$ cat src/rtl/pc_sequencer.sv
// Fetch-side sequencer: owns the PC, the three pipeline valid bits and the
// RUN/HALTED/ERROR state, and counts retired instructions.
module pc_sequencer #(
    parameter int                PC_W        = 16,
    parameter logic [PC_W-1:0]   RESET_PC    = '0,
    parameter int                INSTR_BYTES = 2,
    parameter int                CNT_W       = 16
) (
    input  logic              clk,
    input  logic              reset,
    input  logic              halt,
    input  logic              if_flush,
    input  logic              id_flush,
    input  logic              ex_flush,
    input  logic              pc_op,
    input  logic              b_jmp,
    input  logic              overflow_error_warning,
    input  logic              stall,
    input  logic [PC_W-1:0]   branch_target,
    input  logic [PC_W-1:0]   jump_target,
    output logic [PC_W-1:0]   pc,
    output logic              if_id_valid,
    output logic              id_ex_valid,
    output logic              ex_mem_valid,
    output logic [1:0]        state,
    output logic [CNT_W-1:0]  retired
);

    typedef enum logic [1:0] {
        ST_RUN    = 2'b00,
        ST_HALTED = 2'b01,
        ST_ERROR  = 2'b10
    } state_t;

    localparam logic [PC_W-1:0]  PC_INC  = PC_W'(INSTR_BYTES);
    localparam logic [CNT_W-1:0] CNT_ONE = CNT_W'(1);

    state_t             state_reg;
    logic [PC_W-1:0]    pc_reg;
    logic               if_id_valid_reg;
    logic               id_ex_valid_reg;
    logic               ex_mem_valid_reg;
    logic [CNT_W-1:0]   retired_reg;

    always_ff @(posedge clk or negedge reset) begin
        if (!reset) begin
            state_reg        <= ST_RUN;
            pc_reg           <= RESET_PC;
            if_id_valid_reg  <= 1'b0;
            id_ex_valid_reg  <= 1'b0;
            ex_mem_valid_reg <= 1'b0;
            retired_reg      <= '0;
        end else begin
            // Counts on the pre-edge EX/MEM valid, independent of state.
            if (ex_mem_valid_reg)
                retired_reg <= retired_reg + CNT_ONE;

            case (state_reg)
                ST_RUN: begin
                    if (overflow_error_warning) begin
                        state_reg        <= ST_ERROR;
                        if_id_valid_reg  <= 1'b0;
                        id_ex_valid_reg  <= 1'b0;
                        ex_mem_valid_reg <= 1'b0;
                    end else if (halt) begin
                        // Let the instruction already in ID/EX drain into EX/MEM.
                        state_reg        <= ST_HALTED;
                        if_id_valid_reg  <= 1'b0;
                        id_ex_valid_reg  <= 1'b0;
                        ex_mem_valid_reg <= id_ex_valid_reg & ~ex_flush;
                    end else begin
                        if (pc_op)
                            pc_reg <= b_jmp ? branch_target : jump_target;
                        else if (!stall)
                            pc_reg <= pc_reg + PC_INC;

                        if_id_valid_reg  <= ~if_flush &
                                            ((stall & ~pc_op) ? if_id_valid_reg : 1'b1);
                        id_ex_valid_reg  <= if_id_valid_reg & ~id_flush & ~stall;
                        ex_mem_valid_reg <= id_ex_valid_reg & ~ex_flush;
                    end
                end

                ST_HALTED: begin
                    if_id_valid_reg  <= 1'b0;
                    id_ex_valid_reg  <= 1'b0;
                    ex_mem_valid_reg <= 1'b0;
                    if (overflow_error_warning)
                        state_reg <= ST_ERROR;
                end

                default: begin
                    // ERROR, and the unused encoding which is treated as ERROR.
                    state_reg        <= ST_ERROR;
                    if_id_valid_reg  <= 1'b0;
                    id_ex_valid_reg  <= 1'b0;
                    ex_mem_valid_reg <= 1'b0;
                end
            endcase
        end
    end

    assign pc           = pc_reg;
    assign if_id_valid  = if_id_valid_reg;
    assign id_ex_valid  = id_ex_valid_reg;
    assign ex_mem_valid = ex_mem_valid_reg;
    assign state        = state_reg;
    assign retired      = retired_reg;

endmodule
$ cat config.mk
export PLATFORM = sky130hd
export DESIGN_NAME = pc_sequencer
export DESIGN_NICKNAME = d
export VERILOG_FILES = /design/src/rtl/pc_sequencer.sv
export SDC_FILE = /design/constraint.sdc
export NUM_CORES = 1
export LEC_CHECK = 0
export ABC_AREA = 1
export CAP_MARGIN = 20
export CORE_UTILIZATION = 48
export DETAILED_ROUTE_END_ITERATION = 8
export GPL_TIMING_DRIVEN = 0
export HOLD_SLACK_MARGIN = 0.1
export PLACE_DENSITY = 0.89
export SLEW_MARGIN = 10
export SYNTH_ARGS = -nofsm -noshare
export SYNTH_HDL_FRONTEND = slang
export SYNTH_SLANG_ARGS = --single-unit
$ cat constraint.sdc
create_clock -name clk -period 2.59 [get_ports clk]
set_input_delay 0.6475 -clock clk [delete_from_list [all_inputs] [get_ports clk]]
set_output_delay 0.6475 -clock clk [all_outputs]
set_load 0.01 [all_outputs]
# [Yosys cells after proc, flatten, opt, wreduce, memory -nomap -nowiden]
# Cells that the tools add are included.
# W data, S select, Z words.
[totals] out_inout_bits=37 regBits=37 input_bits=42 wordCells=43
[op_classes] muxes=16 n_reduce_logical=3 bitwise_logic=12 n_eq_ne=4 add_sub_neg=2
[op_table] cell="$mux W16" n=3
[op_table] cell="$add A16 B1 Y16 const B" n=1
[op_table] cell="$add A16 B2 Y16 const B" n=1
[op_table] cell="$mux W1" n=9
[op_table] cell="$not A1 Y1" n=7
[op_table] cell="$mux W2" n=3
[op_table] cell="$and A1 B1 Y1" n=5
[op_table] cell="$ne A2 B2 Y1 const B" n=2
[op_table] cell="$pmux W2 S2" n=1
[op_table] cell="$reduce_and A4 Y1" n=1
[op_table] cell="$ne A3 B3 Y1 const B" n=1
[op_table] cell="$eq A2 B1 Y1 const B" n=1
[op_table] cell="$logic_not A2 Y1" n=1
[op_table] cell="$reduce_and A2 Y1" n=1

# [Depth between registers and ports, before layout]
# Gate-level depths: netlist of the first run.
[depth] ltp_word=7 mapped_depth=8 ltp_nobuf=8

# [Worst setup path before layout of the first run]
# Ideal clock, no wire load.
[synth_timing] kind="input-to-reg" startpoint="input port pc_op" endpoint="register pc_reg[5], in the netlist pc[5]" path_slack_ns=1.073 setup_time_ns=0.126 t_required_ns=2.464 path_stages=7 arrival_ns=1.390 n_path_buf=2 cell_sequence="buf_2 clkinv_2 nand2_1 nand2_4 buf_6 nor2_1 a22oi_2"
[synth_via] elab_chain_len=2 elab_cells_between_ends=3 classes_between="eq/ne (1); mux (1); reduce/logical (1)"
[synth_rtl] item="start, declared" line="15" source="input logic pc_op,"
[synth_rtl] item="$ne A2 B2 Y1 (no line)"
[synth_rtl] item="$reduce_and A4 Y1 (no line)"
[synth_rtl] item="end signal, assigned" line="73" source="pc_reg <= b_jmp ? branch_target : jump_target;"
[synth_rtl] item="end signal, assigned" line="75" source="pc_reg <= pc_reg + PC_INC;"
[synth_rtl] item="end, declared" line="39" source="logic [PC_W-1:0] pc_reg;"
# Parallel ways exist; a longest one is shown, timed or not.
# A chain may end at the register's enable or synchronous reset.

# [Worst setup path in the final report of the first run]
[layout_timing] startpoint="register pc_reg[3], in the netlist pc[3]" endpoint="output port pc[3]"
[layout_rtl] item="end, declared" line="21" source="output logic [PC_W-1:0] pc,"
# No word-level cell between the ends.

==> impl_metrics.tcl, run 1 <==
set metrics [dict create \
    status "completed" \
    nNetsFinal 430 \
    slowest_delay_ns 0.60 \
    drive_gt1_frac 0.150 \
    setup_tns_ns 0 \
    path_buf_inv 1 \
    grt_pass1_vias 2372 \
    dieArea_um2 5140 \
    p_sw_uw 320 \
    synth_area_um2 2330 \
    cts-htree-levels 2 \
    critPathCaptureType "output pin" \
    critical-path-top-delay-family "buffers and inverters" \
    path_depth 1 \
    via_per_inst 5.30 \
    utilization 0.698 \
    r2r_cells 7 \
    final_antenna_net_count 0 \
    syn_nets 345 \
    antenna_found_initial 0 \
    n_fill_cell 397 \
    yosys.area_share.adder 0.0107 \
    grt_usage 0.259 \
    multi_input_comb_area_um2 1220 \
    post_cts_buffers 0 \
    finalHoldViolations 0 \
    grt_pass1_wl_mm 10.4 \
    synth-xor-area-share 0.0488 \
    cts_resized 0 \
    numCtsBuffers 5 \
    clock_skew_ns 0.00504 \
    synth-compound-area-share 0.0965 \
    crit_chain "clkdlybuf4s50_1" \
    synth_area_per_cell_um2 7.75 \
    crit_required_ns 1.94 \
    p_per_area_nw_per_um2 365 \
    dpl.hpwl_mm 4.45 \
    grt_setup_unrepaired "false" \
    drt-total-wl_mm 6.00 \
    grt_max_degree 38 \
    worstReg2RegStart "pc[1]" \
    row_count 25 \
    sw_frac_of_total 0.268 \
    drc 0 \
    tritoncts "yes" \
    area_growth_pct 40.3 \
    max_freq_ghz 0.492 \
    wire_per_inst_um 13.6 \
    total_power_uw 1200 \
    slew_headroom 0.820 \
    min_period_ns 2.03 \
    place_congestion 0.856 \
    clk_pin_slew_worst_paths_ns 0.08 \
    ys_seq_elements 37 \
    startpoint_type "register" \
    vias 2336 \
    critPathSlowestCell "clkdlybuf4s50_1" \
    die_w_um 71.7 \
    drt-initial-drc-count 106 \
    pwr-share-comb 0.158 \
    io_buffers 77 \
    clock_power_share 0.339 \
    maxSlewViolCount 0 \
    die_h_um 71.7 \
    pwr-share-seq 0.503 \
    pin_count 79 \
    yosysUniqueCellTypes 36 \
    intPower_uw 876 \
    p_leak_uw 0.00161 \
    hp-class "in -> async" \
    clk_latency_ns 0.29 \
    ys_seq_area_frac 0.397 \
    n_antenna_cell 0 \
    synth_simple_gate_area_frac 0.360 \
    cts_sinks 37 \
    cp.arrival_ns 1.38 \
    period_share 0.784 \
    syn_inst 301 \
    critPathMaxFanout 8 \
    ctsHoldBuffers 0 \
    cap_viol_max_count 0 \
    vdd_ir_drop_max_mv 0.176 \
    synth.area.mux_share 0.00483 \
    grt_overflow_total 0 \
    regArea_um2 926 \
    core-area_um2 4690 \
    initial_core_util 0.497 \
    hold_ws_ns 0.307 \
    crit_type "reg -> out" \
    finalSetupViolCount 0 \
    synth_top_family_by_area "simple AND/OR/NAND/NOR gates" \
    startpoint "pc[3]" \
    root_buffer "clkbuf_8" \
    dr.pass1.iters 4 \
    synth_warnings 0 \
    cts.path.max_buffers 2 \
    tightestPinTransition_ns 0.268 \
]
==> cell usage in the layout (no fill, tap or decap), types with 2 or more instances in the layout <==
cell type         n
inv_2             4
nand3_1          29
a21oi_2           4
a22oi_2           2
a21oi_1           5
nor2_2           11
o21ai_0          13
clkdlybuf4s50_1  76
nor2_1           29
xnor2_1           5
o21bai_1          2
clkbuf_8          5
ha_1              2
nand4_1          11
nor2_4            5
dfrtp_1          37
nand2_2           4
buf_6             2
nor4_1            2
nand2_4           2
xor2_1            8
nand2_1          71
buf_2             6
o21ai_1           2
inv_1            33
clkinv_2          3
==> cell families (layout without fill, tap and decap cells) <==
logic type                 after synthesis  after routing
DFF                                     37             37
muxes                                    1              1
buffers and inverters                   45            131
xor gates and xnor gates                13             13
and+or+nand+nor                        169            169
adders and majority gates                2              2
AOI/OAI and AO/OA                       34             34
==> path summary, 6_finish.rpt <==
| path | to | slack, ns |
|---|---|---|
| worst max register to register | pc[11] | 1.08 |
| max in group asynchronous | pc[12] | 2.10 |
| worst min-delay path | retired[1] | 0.31 |
| min in group clk | ex_mem_valid | 0.47 |
| worst max-delay path | pc[3] | 0.56 |
| worst min register to register | ex_mem_valid | 0.47 |
==> cells in the mapped netlist (all sizes together) <==
master	number	share of area
nand2	77	0.13
nor2	46	0.11
dfrtp	37	0.40
inv	37	0.060
nand3	29	0.062
o21ai	15	0.032
nand4	12	0.039
a21oi	9	0.026
xor2	8	0.030
buf	7	0.020
xnor2	5	0.019
o21bai	3	0.011
a21boi	2	0.0080
a22oi	2	0.011
ha	2	0.011
nor4	2	0.0054
or2	2	0.0064
a31oi	1	0.0027
clkinv	1	0.0021
mux2	1	0.0048
nor3	1	0.0043
o22ai	1	0.0027
o31ai	1	0.0032
==> cell type report <==
class                           count  area share
Multi-Input combinational cell    219       0.372
Sequential cell                    37       0.283
Timing Repair Buffer               78       0.240
Inverter                           38      0.0440
Clock buffer                        5      0.0210
Tap cell                           54      0.0206
Buffer                              7      0.0145
Clock inverter                      3     0.00535
==> power by group through the flow <==
| stage | clock network, uW | registers (uW) | logic [uW] |
|---|---|---|---|
| after floorplan | 0 | 615 | 71.3 |
| after global placement | 0 | 612 | 182 |
| after detailed placement | 0 | 613 | 188 |
| after CTS | 408 | 602 | 190 |
| after global routing | 431 | 604 | 208 |
| final | 405 | 602 | 189 |
==> through the flow <==
step | std cells | setup slack, ns | cell area (um^2)
floorplan | 301 | 1.07 | 2330
global placement | 432 | 0.0348 | 3170
detailed placement | 433 | 0.450 | 3190
CTS | 441 | 0.549 | 3270
global route | 441 | 0.491 | 3270
finish | 441 | 0.559 | 3270
==> routing by layer <==
metal | GRT usage | up-vias | share of wire
met5 | 0 | - | 0
met1 | 0.285 | 1071 | 0.39
met3 | 0.0731 | 14 | 0.071
li1 | - | 1140 | -
met4 | 0.0915 | 0 | 0.019
met2 | 0.475 | 111 | 0.52
Note: power is estimated with default switching activity, not from simulation.
==> run 2, diff against run 1 <==
--- a/config.mk
+++ b/config.mk
@@ -7,11 +7,11 @@
 export LEC_CHECK = 0
 export ABC_AREA = 1
 export CAP_MARGIN = 20
-export CORE_UTILIZATION = 48
+export CORE_UTILIZATION = 41
 export DETAILED_ROUTE_END_ITERATION = 8
 export GPL_TIMING_DRIVEN = 0
 export HOLD_SLACK_MARGIN = 0.1
-export PLACE_DENSITY = 0.89
+export PLACE_DENSITY = 0.81
 export SLEW_MARGIN = 10
 export SYNTH_ARGS = -nofsm -noshare
 export SYNTH_HDL_FRONTEND = slang
==> constraint.sdc (replaced) <==
create_clock -name clk -period 1.7 [get_ports clk]
set_input_delay 0.425 -clock clk [delete_from_list [all_inputs] [get_ports clk]]
set_output_delay 0.425 -clock clk [all_outputs]
set_load 0.01 [all_outputs]
==> impl_metrics.tcl, run 2 (same netlist as run 1, synthesis figures left out) <==
set metrics [dict create \
    pwr-share-seq 0.421 \
    met3_usage 0.0506 \
    wire_per_inst_um 13.0 \
    ff2ff_setup_slack_ns 0.16 \
    clock_power_share 0.434 \
    p_per_area_nw_per_um2 614 \
    setup_tns_ns 0 \
    crit_type "reg -> out" \
    nNetsFinal 448 \
    finalHoldViolations 0 \
    grt_pass1_wl_mm 10.5 \
    fin_area_um2 3510 \
    grt_max_degree 23 \
    status "completed" \
    busiest_layer "met2" \
    slew_headroom 0.716 \
    pwr-share-comb 0.145 \
    final_cell_mix "nand2_1, clkdlybuf4s50_1, dfrtp_1, inv_1" \
    p_leak_uw 0.00188 \
    dieArea_um2 6000 \
    vias 2386 \
    die_w_um 77.4 \
    core-area_um2 5510 \
    path_buf_inv 1 \
    intPower_uw 1650 \
    via_per_inst 5.00 \
    period_share 0.987 \
    vdd_ir_drop_max_mv 0.329 \
    initial_core_util 0.424 \
    drt-initial-drc-count 86 \
    critPathSlowestCell "clkdlybuf4s50_1" \
    cp.arrival_ns 1.25 \
    startpoint_type "register" \
    pin_count 79 \
    tritoncts "yes" \
    antenna_found_initial 0 \
    p_sw_uw 503 \
    utilization 0.638 \
    crit_chain "clkdlybuf4s50_1" \
    slowest_delay_ns 0.55 \
    dr.pass1.iters 4 \
    place_congestion 0.841 \
    grtUsageMet2 0.391 \
    dp.cells 451 \
    crit_end "pc[7]" \
    critPathMaxFanout 2 \
    cts_sinks 37 \
    drc 0 \
    grt_usage 0.223 \
    r2r_end "pc[11]" \
    final_antenna_net_count 0 \
    cts-htree-levels 2 \
    startpoint "pc[7]" \
    sw_frac_of_total 0.233 \
    maxSlewViolCount 0 \
    grt_overflow_total 0 \
    max_freq_ghz 0.596 \
    area_growth_pct 50.6 \
    row_count 27 \
    root_buffer "clkbuf_8" \
    use_met1 0.269 \
    finalSetupViolCount 0 \
    cts.path.max_buffers 2 \
    n_antenna_cell 0 \
    fin_ws_ns 0.0221 \
    crit_required_ns 1.27 \
    dpl.hpwl_mm 4.59 \
    critical-path-top-delay-family "buffers and inverters" \
    cap_viol_max_count 0 \
    place_area_um2 3220 \
    clk_latency_ns 0.30 \
    hp-class "reg -> reg" \
    io_buffers 77 \
    clk_pin_slew_worst_paths_ns 0.08 \
    min_period_ns 1.68 \
    path_depth 1 \
    drt-total-wl_mm 6.22 \
    clock_skew_ns 0.00520 \
    r2r_cells 8 \
    pre_cts_ws_ns -0.146 \
    tightestPinTransition_ns 0.425 \
    die_h_um 77.4 \
    critPathCaptureType "output pin" \
    final_common_cell "nand2_1" \
    stdcell_count 477 \
    worstReg2RegStart "pc[2]" \
    numCtsBuffers 5 \
    grt_pass1_vias 2291 \
    drive_gt1_frac 0.193 \
]
==> run 2: changes by cell type in the layout (fill, tap and decap cells not counted), sizes merged, moves of 2 or more <==
cell	previous run	this run
dlygate4sd2	0	5
bufinv	0	2
buf	9	25
clkdlybuf4s50	76	62
dlymetal6s2s	0	9
clkinv	3	1
==> run 2: worst min-delay path by stage <==
stage | startpoint | cells past startpoint | slack (ns) | to
6_report | state[0] | 1 | 0.47 | ex_mem_valid
3_5_place_dp | reset | 1 | 0.39 | retired[2]
2_1_floorplan | reset | 0 | 0.13 | ex_mem_valid
5_1_grt | retired[13] | 1 | 0.51 | retired[13]
3_3_place_gp | state[0] | 1 | 0.46 | ex_mem_valid
4_1_cts | state[0] | 1 | 0.48 | ex_mem_valid
==> run 2: metrics by stage <==
| step | total power, uW | hold WS (ns) |
|---|---|---|
| final | 2160 | 0.474 |
| after global routing | 2250 | 0.515 |
| after CTS | 2160 | 0.476 |
| after detailed placement | 1230 | 0.386 |
| after global placement | 1210 | 0.456 |
| after floorplan | 1050 | 0.129 |
==> run 2: metal layers <==
metal / vias to the layer above / part of all wire
met3: 9 / 0.057
met5: - / 0
met4: 0 / 0.014
li1: 1173 / -
met2: 84 / 0.51
met1: 1120 / 0.42
==> run 2: final cells by class <==
type / instances / area, um^2
sequential: 37 / 930
tap: 72 / 90.1
fill: 475 / 1990
timing repair buffer: 96 / 947
inverter: 38 / 144
multi-input combinational: 219 / 1220
clock inverter: 3 / 68.8
clock buffer: 5 / 68.8
buffer: 7 / 50.0
==> run 2: timing repair <==
item,4_1_cts,5_1_grt
hold buffers,1,0
endpoints found under the setup margin,20,11
resized for setup,8,10
buffers inserted,14,3
endpoints found under the hold margin,15,0
==> run 2: power by group through the flow <==
stage	clock, uW	sequential, uW	combinational (uW)
3_3_place_gp	0	933	279
2_1_floorplan	0	937	109
6_report	935	909	313
4_1_cts	943	908	314
3_5_place_dp	0	933	292
5_1_grt	996	911	345
==> run 3, diff against run 2 <==
--- a/config.mk
+++ b/config.mk
@@ -11,6 +11,7 @@
 export DETAILED_ROUTE_END_ITERATION = 8
 export GPL_TIMING_DRIVEN = 0
 export HOLD_SLACK_MARGIN = 0.1
+export MAX_ROUTING_LAYER = met4
 export PLACE_DENSITY = 0.81
 export SLEW_MARGIN = 10
 export SYNTH_ARGS = -nofsm -noshare
==> impl_metrics.tcl, run 3 (same netlist as run 1, synthesis figures left out) <==
set metrics [dict create \
    status "completed" \
    drc 0 \
    nNetsFinal 448 \
    drive_gt1_frac 0.193 \
    period_share 0.988 \
    pin_count 79 \
    clock_skew_ns 0.00616 \
    final_antenna_net_count 0 \
    grt_pass1_wl_mm 10.5 \
    cts.path.max_buffers 2 \
    utilization 0.638 \
    cp.arrival_ns 1.25 \
    root_buffer "clkbuf_8" \
    area_growth_pct 50.6 \
    crit_required_ns 1.27 \
    grt_pass1_vias 2292 \
    critical-path-top-delay-family "buffers and inverters" \
    final_cell_mix "nand2_1, clkdlybuf4s50_1, dfrtp_1, inv_1" \
    crit_type "reg -> out" \
    hp-class "reg -> reg" \
    total_power_uw 2160 \
    place_area_um2 3220 \
    vdd_ir_drop_max_mv 0.329 \
    n_antenna_cell 0 \
    grt_usage 0.229 \
    grt_overflow_total 0 \
    cap_viol_max_count 0 \
    io_buffers 77 \
    finalSetupViolCount 0 \
    core-area_um2 5510 \
    vias 2388 \
    tritoncts "yes" \
    slew_headroom 0.717 \
    initial_core_util 0.424 \
    dpl.hpwl_mm 4.59 \
    fin_ws_ns 0.0209 \
    dieArea_um2 6000 \
    maxSlewViolCount 0 \
    tightestPinTransition_ns 0.425 \
    clk_latency_ns 0.30 \
    numCtsBuffers 5 \
    crit_chain "clkdlybuf4s50_1" \
    antenna_found_initial 0 \
    slowest_delay_ns 0.55 \
    drt-initial-drc-count 84 \
    setup_tns_ns 0 \
    pre_cts_ws_ns -0.146 \
    dr.pass1.iters 4 \
    critPathCaptureType "output pin" \
    wire_per_inst_um 13.0 \
    cts_sinks 37 \
    final_common_cell "nand2_1" \
    min_period_ns 1.68 \
    n_fill_cell 475 \
    path_buf_inv 1 \
    grt_max_degree 23 \
    row_count 27 \
    p_leak_uw 0.00188 \
    place_congestion 0.854 \
    die_w_um 77.4 \
    critPathMaxFanout 2 \
    max_freq_ghz 0.596 \
    clk_pin_slew_worst_paths_ns 0.08 \
    finalHoldViolations 0 \
    startpoint_type "register" \
    via_per_inst 5.01 \
    cts-htree-levels 2 \
    drt-total-wl_mm 6.20 \
    fin_area_um2 3510 \
    die_h_um 77.4 \
    critPathSlowestCell "clkdlybuf4s50_1" \
    p_per_area_nw_per_um2 614 \
]
run 3: cell counts in the layout (fill, tap and decap cells not counted):
Identical to the previous run, type by type.
run 3: through the flow:
| step | cells | hold slack [ns] |
|---|---|---|
| floorplan | 301 | 0.129 |
| global placement | 450 | 0.456 |
| detailed placement | 451 | 0.386 |
| CTS | 474 | 0.476 |
| global route | 477 | 0.515 |
| finish | 477 | 0.474 |
run 3: area by class of cell:
cell class              count  area, um^2  share of cell area
clock buffers               5        68.8              0.0196
multi-input cells         219        1220               0.346
flip-flops and latches     37         930               0.265
well taps                  72        90.1              0.0256
repair buffers             96         947               0.269
plain buffers               7        50.0              0.0142
clock inverters             3        68.8              0.0196
inverters                  38         144              0.0409
run 3: worst paths after layout:
check	start	end	slack, ns	cells after the start
hold / removal	state[0]	ex_mem_valid	0.47	1
hold reg to reg	state[0]	ex_mem_valid	0.47	1
setup / recovery	pc[7]	pc[7]	0.02	1
min in group asynchronous	reset	pc[11]	0.60	2
max in group asynchronous	reset	pc[3]	0.64	3
setup reg to reg	pc[2]	pc[11]	0.16	8
run 3: per-layer routing:
layer,GRT usage,vias to the layer above,wire (um)
li1,-,1173,-
met1,0.272,1123,2580
met2,0.391,84,3190
met3,0.0471,8,344
met4,0.0698,0,89
met5,-,-,0
run 3: power by group:
group          switching (uW)  internal (uW)
Combinational             145            168
Sequential               14.2            895
Clock                     346            591
Total                     504           1650
run 3: repair_timing:
action	4_1_cts	5_1_grt
hold endpoints to repair	15	0
buffers inserted	14	3
hold buffers	1	0
gates cloned	0	0
gates resized for setup	8	10
endpoints found under the setup margin	20	11
